<file path="src/rtl/pong_pkg.sv">
// rtl/pong_pkg.sv - shared types, default parameters and helpers for the pong court
// Contents:
//   state_e  : court FSM state encoding (driven out on the state port)
//   dir_e    : ball travel direction (RIGHT = toward bit 0, LEFT = toward bit N_LEDS-1)
//   player_e : player identity (LEFT = 1 matches the winner output encoding)
//   DEF_*    : default values for the pong_court parameters
//   sat_sub  : subtraction clamped to a floor, used for the rally speed-up
package pong_pkg;

  localparam int DEF_N_LEDS        = 16;
  localparam int DEF_HIT_WIN       = 2;
  localparam int DEF_STEP_INIT     = 12500000;
  localparam int DEF_STEP_DEC      = 1000000;
  localparam int DEF_STEP_MIN      = 2500000;
  localparam int DEF_WIN_SCORE     = 7;
  localparam int DEF_SERVE_TIMEOUT = 20;
  localparam int DEF_POINT_HOLD    = 25000000;

  typedef enum logic [2:0] {
    ST_IDLE  = 3'd0,
    ST_SERVE = 3'd1,
    ST_RALLY = 3'd2,
    ST_POINT = 3'd3,
    ST_OVER  = 3'd4
  } state_e;

  typedef enum logic {
    DIR_RIGHT = 1'b0,
    DIR_LEFT  = 1'b1
  } dir_e;

  typedef enum logic {
    PL_RIGHT = 1'b0,
    PL_LEFT  = 1'b1
  } player_e;

  function automatic int sat_sub(input int value, input int dec, input int floor_v);
    if (value - dec < floor_v) begin
      return floor_v;
    end
    return value - dec;
  endfunction

endpackage

</file>
<file path="src/rtl/pong_tick_gen.sv">
// rtl/pong_tick_gen.sv - loadable down-counter producing the ball step tick
// Ports:
//   clk, reset : clock, asynchronous active-high reset (count clears to 0)
//   en_i       : count enable; tick_o is only raised while enabled
//   load_i     : restart the period from period_i (count = period_i - 1)
//   period_i   : step period in clk cycles (>= 1)
//   tick_o     : one-cycle pulse every period_i enabled cycles
module pong_tick_gen #(
  parameter int W = 4
) (
  input  logic         clk,
  input  logic         reset,
  input  logic         en_i,
  input  logic         load_i,
  input  logic [W-1:0] period_i,
  output logic         tick_o
);

  logic [W-1:0] count_q;
  logic [W-1:0] count_d;

  assign tick_o = en_i && (count_q == '0);

  // A load and a tick both restart the period, so the counter always
  // reloads on the cycle it fires.
  always_comb begin
    count_d = count_q;
    if (load_i || tick_o) begin
      count_d = period_i - W'(1);
    end else if (en_i) begin
      count_d = count_q - W'(1);
    end
  end

  always_ff @(posedge clk or posedge reset) begin
    if (reset) begin
      count_q <= '0;
    end else begin
      count_q <= count_d;
    end
  end

endmodule

</file>
<file path="src/rtl/pong_court.sv">
// rtl/pong_court.sv - two-player LED pong court: serve, rally, scoring and match end
// Optional feature macro: PONG_SPEEDUP_EN (each successful return shortens the step period).
// Ports:
//   clk, reset   : clock, asynchronous active-high reset
//   start        : one-cycle pulse, starts a match from IDLE or OVER
//   left_hit     : one-cycle pulse from the left player (bit N_LEDS-1 end)
//   right_hit    : one-cycle pulse from the right player (bit 0 end)
//   ball         : one-hot ball position; 0 in IDLE, all ones in POINT, winner's half in OVER
//   left_score   : left player's points
//   right_score  : right player's points
//   state        : current FSM state (pong_pkg::state_e)
//   match_over   : high while in OVER
//   winner       : 1 = left, 0 = right; only meaningful while match_over is high
module pong_court
  import pong_pkg::*;
#(
  parameter int N_LEDS        = DEF_N_LEDS,
  parameter int HIT_WIN       = DEF_HIT_WIN,
  parameter int STEP_INIT     = DEF_STEP_INIT,
  parameter int STEP_DEC      = DEF_STEP_DEC,
  parameter int STEP_MIN      = DEF_STEP_MIN,
  parameter int WIN_SCORE     = DEF_WIN_SCORE,
  parameter int SERVE_TIMEOUT = DEF_SERVE_TIMEOUT,
  parameter int POINT_HOLD    = DEF_POINT_HOLD
) (
  input  logic              clk,
  input  logic              reset,
  input  logic              start,
  input  logic              left_hit,
  input  logic              right_hit,
  output logic [N_LEDS-1:0] ball,
  output logic [3:0]        left_score,
  output logic [3:0]        right_score,
  output logic [2:0]        state,
  output logic              match_over,
  output logic              winner
);

  localparam int CNT_W  = $clog2(STEP_INIT + 1);
  localparam int HOLD_W = (POINT_HOLD > 1) ? $clog2(POINT_HOLD) : 1;
  localparam int TO_W   = (SERVE_TIMEOUT > 1) ? $clog2(SERVE_TIMEOUT) : 1;

  localparam logic [N_LEDS-1:0] ONES   = '1;
  localparam logic [N_LEDS-1:0] END_R  = N_LEDS'(1);
  localparam logic [N_LEDS-1:0] END_L  = ONES ^ (ONES >> 1);
  localparam logic [N_LEDS-1:0] WIN_R  = ONES >> (N_LEDS - HIT_WIN);
  localparam logic [N_LEDS-1:0] WIN_L  = ~(ONES >> HIT_WIN);
  localparam logic [N_LEDS-1:0] HALF_L = ~(ONES >> (N_LEDS / 2));
  localparam logic [N_LEDS-1:0] HALF_R = ~HALF_L;
  localparam logic [3:0]        SCORE_MAX = 4'(WIN_SCORE);

  if (N_LEDS < 4 || HIT_WIN < 1 || HIT_WIN > N_LEDS / 2 || WIN_SCORE < 1 ||
      WIN_SCORE > 15 || STEP_MIN < 1 || STEP_MIN > STEP_INIT || STEP_DEC < 0 ||
      SERVE_TIMEOUT < 1 || POINT_HOLD < 1) begin : g_bad_params
    $error("pong_court: parameter out of range");
  end

  state_e              state_q, state_d;
  logic [N_LEDS-1:0]   ball_q, ball_d;
  dir_e                dir_q, dir_d;
  player_e             server_q, server_d;
  logic [3:0]          lscore_q, lscore_d;
  logic [3:0]          rscore_q, rscore_d;
  logic [CNT_W-1:0]    period_q, period_d;
  logic [TO_W-1:0]     serve_cnt_q, serve_cnt_d;
  logic [HOLD_W-1:0]   hold_q, hold_d;

  logic    tick;
  logic    tick_en;
  logic    tick_load;
  logic    srv_hit;
  logic    rcv_hit;
  logic    in_win;
  logic    at_end;
  logic    award;
  logic    award_left;
  logic    enter_serve;
  player_e serve_side;
  logic    win_left;

  assign tick_en = (state_q == ST_SERVE) || (state_q == ST_RALLY);

  pong_tick_gen #(
    .W(CNT_W)
  ) u_tick_gen (
    .clk      (clk),
    .reset    (reset),
    .en_i     (tick_en),
    .load_i   (tick_load),
    .period_i (period_d),
    .tick_o   (tick)
  );

  // The receiver is whoever the ball travels toward; the other player's
  // pulses are simply not looked at.
  assign srv_hit    = (server_q == PL_LEFT) ? left_hit : right_hit;
  assign rcv_hit    = (dir_q == DIR_RIGHT) ? right_hit : left_hit;
  assign in_win     = (dir_q == DIR_RIGHT) ? |(ball_q & WIN_R) : |(ball_q & WIN_L);
  assign at_end     = (dir_q == DIR_RIGHT) ? ball_q[0] : ball_q[N_LEDS-1];
  assign award_left = (dir_q == DIR_RIGHT);
  assign win_left   = (lscore_q == SCORE_MAX);

  always_ff @(posedge clk or posedge reset) begin
    if (reset) begin
      state_q     <= ST_IDLE;
      ball_q      <= '0;
      dir_q       <= DIR_RIGHT;
      server_q    <= PL_LEFT;
      lscore_q    <= '0;
      rscore_q    <= '0;
      period_q    <= CNT_W'(STEP_INIT);
      serve_cnt_q <= '0;
      hold_q      <= '0;
    end else begin
      state_q     <= state_d;
      ball_q      <= ball_d;
      dir_q       <= dir_d;
      server_q    <= server_d;
      lscore_q    <= lscore_d;
      rscore_q    <= rscore_d;
      period_q    <= period_d;
      serve_cnt_q <= serve_cnt_d;
      hold_q      <= hold_d;
    end
  end

  always_comb begin
    state_d     = state_q;
    ball_d      = ball_q;
    dir_d       = dir_q;
    server_d    = server_q;
    lscore_d    = lscore_q;
    rscore_d    = rscore_q;
    period_d    = period_q;
    serve_cnt_d = serve_cnt_q;
    hold_d      = hold_q;
    tick_load   = 1'b0;
    award       = 1'b0;
    enter_serve = 1'b0;
    serve_side  = server_q;

    case (state_q)
      ST_IDLE, ST_OVER: begin
        if (start) begin
          lscore_d    = '0;
          rscore_d    = '0;
          server_d    = PL_LEFT;
          serve_side  = PL_LEFT;
          enter_serve = 1'b1;
        end
      end

      ST_SERVE: begin
        // The last timeout tick launches the ball just like a serve press.
        if (srv_hit || (tick && serve_cnt_q == TO_W'(SERVE_TIMEOUT - 1))) begin
          state_d   = ST_RALLY;
          period_d  = CNT_W'(STEP_INIT);
          tick_load = 1'b1;
        end else if (tick) begin
          serve_cnt_d = serve_cnt_q + TO_W'(1);
        end
      end

      ST_RALLY: begin
        // Hit is checked before tick so a simultaneous hit wins.
        if (rcv_hit) begin
          if (in_win) begin
            dir_d     = (dir_q == DIR_RIGHT) ? DIR_LEFT : DIR_RIGHT;
            tick_load = 1'b1;
`ifdef PONG_SPEEDUP_EN
            period_d  = CNT_W'(sat_sub(int'(period_q), STEP_DEC, STEP_MIN));
`endif
          end else begin
            award = 1'b1;
          end
        end else if (tick) begin
          if (at_end) begin
            award = 1'b1;
          end else begin
            ball_d = (dir_q == DIR_RIGHT) ? (ball_q >> 1) : (ball_q << 1);
          end
        end
      end

      ST_POINT: begin
        if (hold_q == HOLD_W'(POINT_HOLD - 1)) begin
          if (lscore_q == SCORE_MAX || rscore_q == SCORE_MAX) begin
            state_d = ST_OVER;
          end else begin
            server_d    = (server_q == PL_LEFT) ? PL_RIGHT : PL_LEFT;
            serve_side  = server_d;
            enter_serve = 1'b1;
          end
        end else begin
          hold_d = hold_q + HOLD_W'(1);
        end
      end

      default: begin
        state_d = ST_IDLE;
      end
    endcase

    if (award) begin
      state_d = ST_POINT;
      hold_d  = '0;
      if (award_left) begin
        if (lscore_q < SCORE_MAX) begin
          lscore_d = lscore_q + 4'd1;
        end
      end else begin
        if (rscore_q < SCORE_MAX) begin
          rscore_d = rscore_q + 4'd1;
        end
      end
    end

    // Serving always restarts at the initial speed, heading away from the server.
    if (enter_serve) begin
      state_d     = ST_SERVE;
      ball_d      = (serve_side == PL_LEFT) ? END_L : END_R;
      dir_d       = (serve_side == PL_LEFT) ? DIR_RIGHT : DIR_LEFT;
      period_d    = CNT_W'(STEP_INIT);
      serve_cnt_d = '0;
      tick_load   = 1'b1;
    end
  end

  always_comb begin
    ball       = '0;
    match_over = 1'b0;
    winner     = 1'b0;
    case (state_q)
      ST_SERVE, ST_RALLY: ball = ball_q;
      ST_POINT:           ball = ONES;
      ST_OVER: begin
        match_over = 1'b1;
        winner     = win_left;
        ball       = win_left ? HALF_L : HALF_R;
      end
      default:            ball = '0;
    endcase
  end

  assign left_score  = lscore_q;
  assign right_score = rscore_q;
  assign state       = state_q;

endmodule

</file>
<file path="config.mk">
export PLATFORM = sky130hd
export DESIGN_NAME = pong_court
export DESIGN_NICKNAME = d
export VERILOG_FILES = /design/src/rtl/pong_pkg.sv /design/src/rtl/pong_tick_gen.sv /design/src/rtl/pong_court.sv
export SDC_FILE = /design/constraint.sdc
export NUM_CORES = 1
export LEC_CHECK = 0
export CORE_MARGIN = 4
export CORE_UTILIZATION = 45
export CTS_BUF_LIST = sky130_fd_sc_hd__clkbuf_16
export CTS_CLUSTER_SIZE = 16
export DETAILED_ROUTE_END_ITERATION = 8
export SLEW_MARGIN = 20
export SYNTH_ARGS = -nofsm -noshare
export SYNTH_HDL_FRONTEND = slang
export SYNTH_SLANG_ARGS = --single-unit
</file>
<file path="constraint.sdc">
create_clock -name clk -period 8.5 [get_ports clk]
set_input_delay 1.7 -clock clk [delete_from_list [all_inputs] [get_ports clk]]
set_output_delay 1.7 -clock clk [all_outputs]
set_load 0.1 [all_outputs]
</file>
* Yosys cells after proc, flatten, opt, wreduce, memory -nomap -nowiden *
Index checks and enable logic that the tools add are counted.

operators by class
  $add $sub $neg = 6
  multiply operators = 0
  divide/modulo/power cells = 0
  $lt $le $gt $ge = 2
  equal/unequal tests = 16
  shifts and indexed selects = 0
  mux-type cells = 68
  bitwise gates (word level) = 0
  reductions and logical operators = 25

operators with widths
  kind                                                 number
  2-to-1 mux 16 bit                                    8
  2-to-1 mux 24 bit                                    5
  2-to-1 mux 25 bit                                    3
  case mux 16 bit (3 select lines)                     1
  subtractor 24 x 1 -> 24 bit (second input constant)  2
  2-to-1 mux 4 bit                                     10
  2-to-1 mux 1 bit                                     28
  adder 25 x 1 -> 25 bit (second input constant)       1
  == test 25 bit (second input constant)               1
  zero test 24 bit                                     1
  2-to-1 mux 5 bit                                     4
  2-to-1 mux 3 bit                                     5
  nonzero test 2 bit                                   7
  case mux 3 bit (3 select lines)                      1
  adder 4 x 1 -> 4 bit (second input constant)         2
  == test 4 x 3 -> 1 bit (second input constant)       2
  < comparator 4 x 3 -> 1 bit (second input constant)  2
  != test 4 bit (second input constant)                2
  AND reduction 4 bit                                  2
  OR reduction 2 bit                                   4
  == test 3 x 2 -> 1 bit (second input constant)       2
  case mux 1 bit (2 select lines)                      3
  AND reduction 3 bit                                  2
  adder 5 x 1 -> 5 bit (second input constant)         1
  12 further kinds                                     18

word-level totals
  register bits after elaboration = 107
  latch bits = 0
  RAM bits = 0
  bits in read-only memories = 0
  output and inout bits = 29
  word-level logic and storage cells = 127
  memories kept = 0

* Depth between registers and ports, before layout *
Gate-level depths: netlist (run 1).

  depth after elaboration = 10
  gate-level depth with buffers = 20

* Hierarchy *
A second synthesis (run 1) with hierarchy kept.

unflattened totals
  cells, all modules = 689
  area, all modules = 6,409.9 µm²

modules (own cells, without submodules)
  module         times used  cells an instance  area an instance (µm²)  seq. area each (µm²)
  pong_court     1           413                4,167.7                 2,093.3
  pong_tick_gen  1           276                2,242.2                 600.6

* Worst setup path before layout (run 1) *
Ideal clock, no wire load.

  kind = input port to output port
  start = in left_hit
  end = out winner
  arrival = 3,597 ps
  path slack = 3,203 ps
  stages on the path = 6
  path buffers = 0
  cells stage by stage = mux2i_1 nand2_1 a21oi_1 or2_2 nand2_1 nor2_1

RTL lines
  element          RTL line          text
  start, declared  pong_court.sv:29  input logic left_hit,
  end, declared    pong_court.sv:36  output logic winner

==> out/metrics.yaml, run 1 <==
grt_overflow: 0
drt_iter0_markers: 329
crit_arrival_ps: 4730
syn_area_per_cell_um2: 8.97
dp_slack_ps: 2100
switching_share_pct: 49.6
worst-path-buf-inv: 2
wl_met3_um: 556
p_comb_share_pct: 51.0
placed_area_mm2: 0.00652
power-per-cell-area_mw_per_mm2: 351
cts_inserted_buffers: 9
cts_buffer_depth: 2
power.total_w: 0.00241
power_frac_seq_pct: 28.7
area_delta_synth_final_pct: 14.1
critPathKind: "in2out"
grt_pass1_wl_mm: 24.2
setup_viol: 0
path_cells: "clkdlybuf4s50_1 -> mux2i_1 -> nand2_1 -> a21oi_1 -> or2_2 -> nand2_1 -> o21ai_1 -> a21o_1 -> clkdlybuf4s50_1"
grt_max_degree: 57
cts_root_buf: "clkbuf_16"
hpwl_mm: 9.56
start_util_pct: 46.7
drt-met1-wl_mm: 6.75
die_x_um: 124
rsz0062_at_grt: "no"
yosysSeqAreaShare_pct: 44.8
post-route-drc-count: 0
clk_pin_slew_ps: 70
via_per_inst: 5.63
wl_per_cell_um: 16.3
p_int_w: 0.00121
finClkSkew_ps: 8.29
highest_layer: "met4"
cts_tree: "yes"
clock_latency_ps: 350
synth-async-reset-ratio_pct: 100
ys_seq_elements: 107
dr.pass1.iters: 5
drive_above_1_share_pct: 8.31
cp_slowest_stage_delay_ps: 1130
leakage_nw: 2.99
hold_class: "reg2reg"
grt_pass1_vias: 4837
grt_usage_pct: 19.9
dieHeight_um: 124
cts_resized: 0
portBuffers: 33
critical_path.startpoint: "left_hit"
hold_viol_final: 0
outcome: "finished clean"
slew_viol_final: 0
fmax_mhz: 156
synth_edf_count: 0
clkPwrFrac_pct: 20.3
maxSlewHeadroom_pct: 33.1
htreeDepth: 3
holdBufCountCts: 0
met2WireLength_mm: 6.74
fillers: 1229
worst_pin_slew_ps: 1000
antenna_found_initial: 0
multi_input_comb_area_mm2: 0.00316
ys_types: 54
peakVddDrop_uv: 373
routed_wl_mm: 14.2
num-nets-final: 703
required_ps: 6800
cp-end-kind: "output pin"
drv_cap: 0
post_cts_buffers: 0
syn_nets: 681
ant_nets: 0
die_area_mm2: 0.0153
utilization_pct: 53.3
cts.sinks: 107
setup_tns_ps: 0
core_area_mm2: 0.0129
syn_area_mm2: 0.00602
io_pins: 34
num_rows: 41
p_sw_w: 0.00119
crit_family: "buffers and inverters"
setup_ws_ps: 2070
final_cell_area_mm2: 0.00686
worst_setup_path_start_kind: "input pin"
final.min_clock_period_ps: 6430
timing.rr.start: "u_tick_gen.count_q[8]"
ys.flop_type: "dfrtp_1"
gp_congestion: 0.861
regArea_mm2: 0.00269
yosys_warnings: 0
finalCritPeriodShare_pct: 75.6
diodes: 0
cp_slowest_cell: "clkdlybuf4s50_1"
min-delay-start: "period_q[23]"
vias: 4896
syn_inst: 671
crit_fanout: 8
synth_stat cells, types with 18 or more instances:
master	n	share of area [%]
nor2_1	102	6.4
dfrtp_1	94	39
nand2_1	67	4.2
a21oi_1	42	3.5
xor2_1	33	4.8
clkbuf_1	27	1.7
mux2i_1	24	4.0
nand3_1	23	1.9
xnor2_1	23	3.3
a21o_1	21	2.6
and3_1	18	1.9
logic make-up (layout without fill, tap and decap cells):
logic type / after synthesis / in the layout / share of synthesized area (%)
compound gates: 114 / 114 / 12.0
fa+ha+maj: 5 / 5 / 1.04
simple gates: 317 / 317 / 26.2
mux: 30 / 30 / 5.12
xor+xnor: 56 / 56 / 8.15
buf+inv: 42 / 69 / 2.68
flops: 107 / 107 / 44.8
layer usage:
layer	vias to the layer above	global-route usage (%)
met5	-	0
met1	2393	27.1
li1	2397	-
met3	9	4.18
met4	0	5.88
met2	97	32.1
cell usage in the layout, fill, tap and decap left out, drive strengths merged, types with 15 or more instances in the layout:
master / n
a21o: 21
a21oi: 42
and3: 18
clkdlybuf4s50: 33
dfrtp: 94
mux2i: 24
nand2: 68
nand2b: 15
nand3: 23
nor2: 102
nor3: 16
o21ai: 21
or3: 16
or4: 15
xnor2: 23
xor2: 33
cell type report:
class                   count  area share [%]
multi-input cells         522            46.1
flip-flops and latches    107            39.3
repair buffers             42            5.80
clock buffers               9            3.28
well taps                 172            3.14
clock inverters             7            1.79
inverters                  11           0.638
metrics by stage:
| step | instances | hold slack, ps |
|---|---|---|
| after floorplan | 671 | 478 |
| after global placement | 854 | 491 |
| after detailed placement | 854 | 497 |
| after CTS | 870 | 508 |
| after global routing | 870 | 529 |
| final | 870 | 510 |
worst paths after layout:
path	end	slack, ps	depth (start not counted)
min in group asynchronous	right_score[0]	1790	2
min reg2reg	period_q[23]	510	1
max in group asynchronous	u_tick_gen.count_q[15]	5550	3
max reg2reg	u_tick_gen.count_q[22]	2730	16
max	ball[13]	2070	9
min	period_q[23]	510	1
power by group through the flow:
stage                     sequential (W)  combinational, W  clock (W)
after CTS                       0.000689           0.00123   0.000500
after global routing            0.000704           0.00132   0.000523
final                           0.000690           0.00123   0.000489
after detailed placement        0.000697           0.00123          0
after global placement          0.000694           0.00122          0
after floorplan                 0.000754          0.000869          0
state kept, by name, indices dropped and copies added, names as in the netlist:
name / count
right_score: 4
period_q: 24
state: 3
dir_q: 1
server_q: 1
u_tick_gen.count_q: 24
hold_q: 25
serve_cnt_q: 5
ball_q: 16
left_score: 4
Note: power is estimated with default switching activity, not from simulation.
==> run 2: changes to the inputs <==
- PLACE_DENSITY: not set -> 0.65
- clock period: 8.5 -> 5.55 ns (I/O delays scaled with it)
==> run 2 against run 1 <==
Effect of this change:
- clock-buffer cell count did not move
- worst hold slack improved by 7.3 ps
- combinational power grew 51%
- wire length fell by 1.4%
- core utilization is 0.38 points lower
- register-to-register slack got worse by 2300 ps
- sequential cell count unchanged
- power grew 48%
- highest routed layer unchanged
==> out/metrics.yaml, run 2 (synthesis results as in run 1) <==
grt_use_met3_pct: 4.72  # +0.54 points
setup_viol: 0  # unchanged
routed_wl_mm: 14.0  # -1.4%
num_rows: 41  # unchanged
critPathKind: "reg2reg"
rsz0062_at_grt: "no"
io_pins: 34  # unchanged
grt_max_degree: 84  # +47%
core_area_mm2: 0.0129  # unchanged
clkPwrFrac_pct: 18.3  # -2.0 points
grt_pass1_wl_mm: 23.8  # -1.6%
fmax_mhz: 197
power.total_w: 0.00357  # +48%
worst_setup_path_start_kind: "flip-flop"
grtUsageMet2_pct: 31.3  # -0.78 points
reg2reg_depth: 15  # -1
area_delta_synth_final_pct: 13.2
final.min_clock_period_ps: 5080
finalCritPeriodShare_pct: 91.5
outcome: "finished clean"
maxSlewHeadroom_pct: 33.2  # +0.17 points
cts_inserted_buffers: 9  # unchanged
crit_arrival_ps: 5320  # +590 ps
drive_above_1_share_pct: 11.4  # +3.1 points
finClkSkew_ps: 7.63  # -0.667 ps
post-route-drc-count: 0  # unchanged
fillers: 1201  # -2.3%
grt_overflow: 0  # unchanged
antenna_found_initial: 0  # unchanged
peakVddDrop_uv: 410  # +9.9%
cts_resized: 0  # unchanged
p_int_w: 0.00175  # +45%
crit_fanout: 8  # unchanged
grt_pass1_vias: 4888  # +1.1%
setup_tns_ps: 0  # unchanged
drt_iter0_markers: 257  # -22%
vias: 4936  # +0.82%
p_sw_w: 0.00181  # +52%
diodes: 0  # unchanged
cts.sinks: 107  # unchanged
leakage_nw: 3.03  # +1.4%
cp-end-kind: "flip-flop"
portBuffers: 33  # unchanged
largest_reg_flops: 25  # unchanged
required_ps: 5790  # -1010 ps
dr.pass1.iters: 4  # -1
reg_top3: "hold_q x25, period_q x24, u_tick_gen.count_q x24"
die_area_mm2: 0.0153  # unchanged
htreeDepth: 3  # unchanged
num-nets-final: 708  # +0.71%
post_cts_buffers: 0  # unchanged
p_comb_share_pct: 52.1  # +1.1 points
grt.met1_usage_pct: 26.5  # -0.60 points
worst_pin_slew_ps: 998  # -2.50 ps
cts_root_buf: "clkbuf_16"
drv_cap: 0  # unchanged
cts_tree: "yes"
largest-register: "hold_q"
dieHeight_um: 124  # unchanged
die_x_um: 124  # unchanged
regArea_mm2: 0.00269  # unchanged
min_path_cells: 1  # unchanged
power_frac_seq_pct: 29.6  # +0.9 points
hold_class: "reg2reg"
ant_nets: 0  # unchanged
busiest_layer: "met2"
switching_share_pct: 50.8  # +1.2 points
clk_pin_slew_ps: 70  # about the same
mostFrequentLayoutCell: "nor2_1"
hold_viol_final: 0  # unchanged
wl_per_cell_um: 16.0  # -2.0%
multi_input_comb_area_mm2: 0.00316  # unchanged
power-per-cell-area_mw_per_mm2: 523  # +49%
grt_usage_pct: 19.4  # -0.46 points
holdBufCountCts: 0  # unchanged
hpwl_mm: 9.69  # +1.3%
clock_latency_ps: 350  # about the same
final_cell_mix: "101 x nor2_1, 94 x dfrtp_1, 67 x nand2_1"
via_per_inst: 5.64  # +0.24%
slew_viol_final: 0  # unchanged
gp_congestion: 0.888  # +3.1%
cts_buffer_depth: 2  # unchanged
start_util_pct: 46.7  # unchanged
==> run 2: layout make-up <==
class,instances,share of cell area [%]
Multi-Input combinational cell,522,46.4
Sequential cell,107,39.5
Timing Repair Buffer,47,5.78
Clock buffer,9,3.31
Tap cell,172,3.16
Clock inverter,7,1.10
Inverter,11,0.679
==> run 2: path summary, 6_finish.rpt <==
check,from,endpoint,slack [ps]
setup / recovery,hold_q[9],u_tick_gen.count_q[22],470
hold / removal,period_q[5],period_q[5],520
setup reg to reg,hold_q[9],u_tick_gen.count_q[22],470
hold reg to reg,period_q[5],period_q[5],520
max in group asynchronous,reset,period_q[17],3360
min in group asynchronous,reset,right_score[0],1250
==> run 2: power groups by stage <==
stage	logic (W)	registers [W]	clock network [W]
global route	0.00199	0.00108	0.000705
global placement	0.00185	0.00106	0
CTS	0.00187	0.00105	0.000673
floorplan	0.00133	0.00115	0
detailed placement	0.00187	0.00107	0
finish	0.00186	0.00106	0.000652
==> run 2: through the flow <==
stage / hold WS (ps) / utilization (%) / area (um^2) / std cells / setup slack, ps
2_1_floorplan: 478 / - / 6020 / 671 / 329
3_3_place_gp: 488 / 50.5 / 6500 / 858 / 629
3_5_place_dp: 507 / 50.5 / 6500 / 858 / 461
4_1_cts: 519 / 52.8 / 6800 / 874 / 443
5_1_grt: 528 / 52.9 / 6810 / 875 / 120
6_report: 517 / 52.9 / 6810 / 875 / 470
==> run 2: layer usage <==
metal / vias to the layer above / part of all wire (%)
met1: 2418 / 46
met3: 13 / 4.6
met2: 99 / 48
met4: 0 / 1.1
met5: - / 0
li1: 2406 / -
==> run 2: worst max-delay path, cell delays in order, from the launching register on <==
cell,delay [ps]
dfrtp_1,410
or4_1,540
or4_1,450
or4_1,590
and2_1,210
and2_1,230
nand2_1,120
ha_1,180
nand2_1,80
or3_1,360
nor4_1,340
nor4b_1,290
o21ai_1,220
or3_4,450
a221o_1,310
a22o_1,180
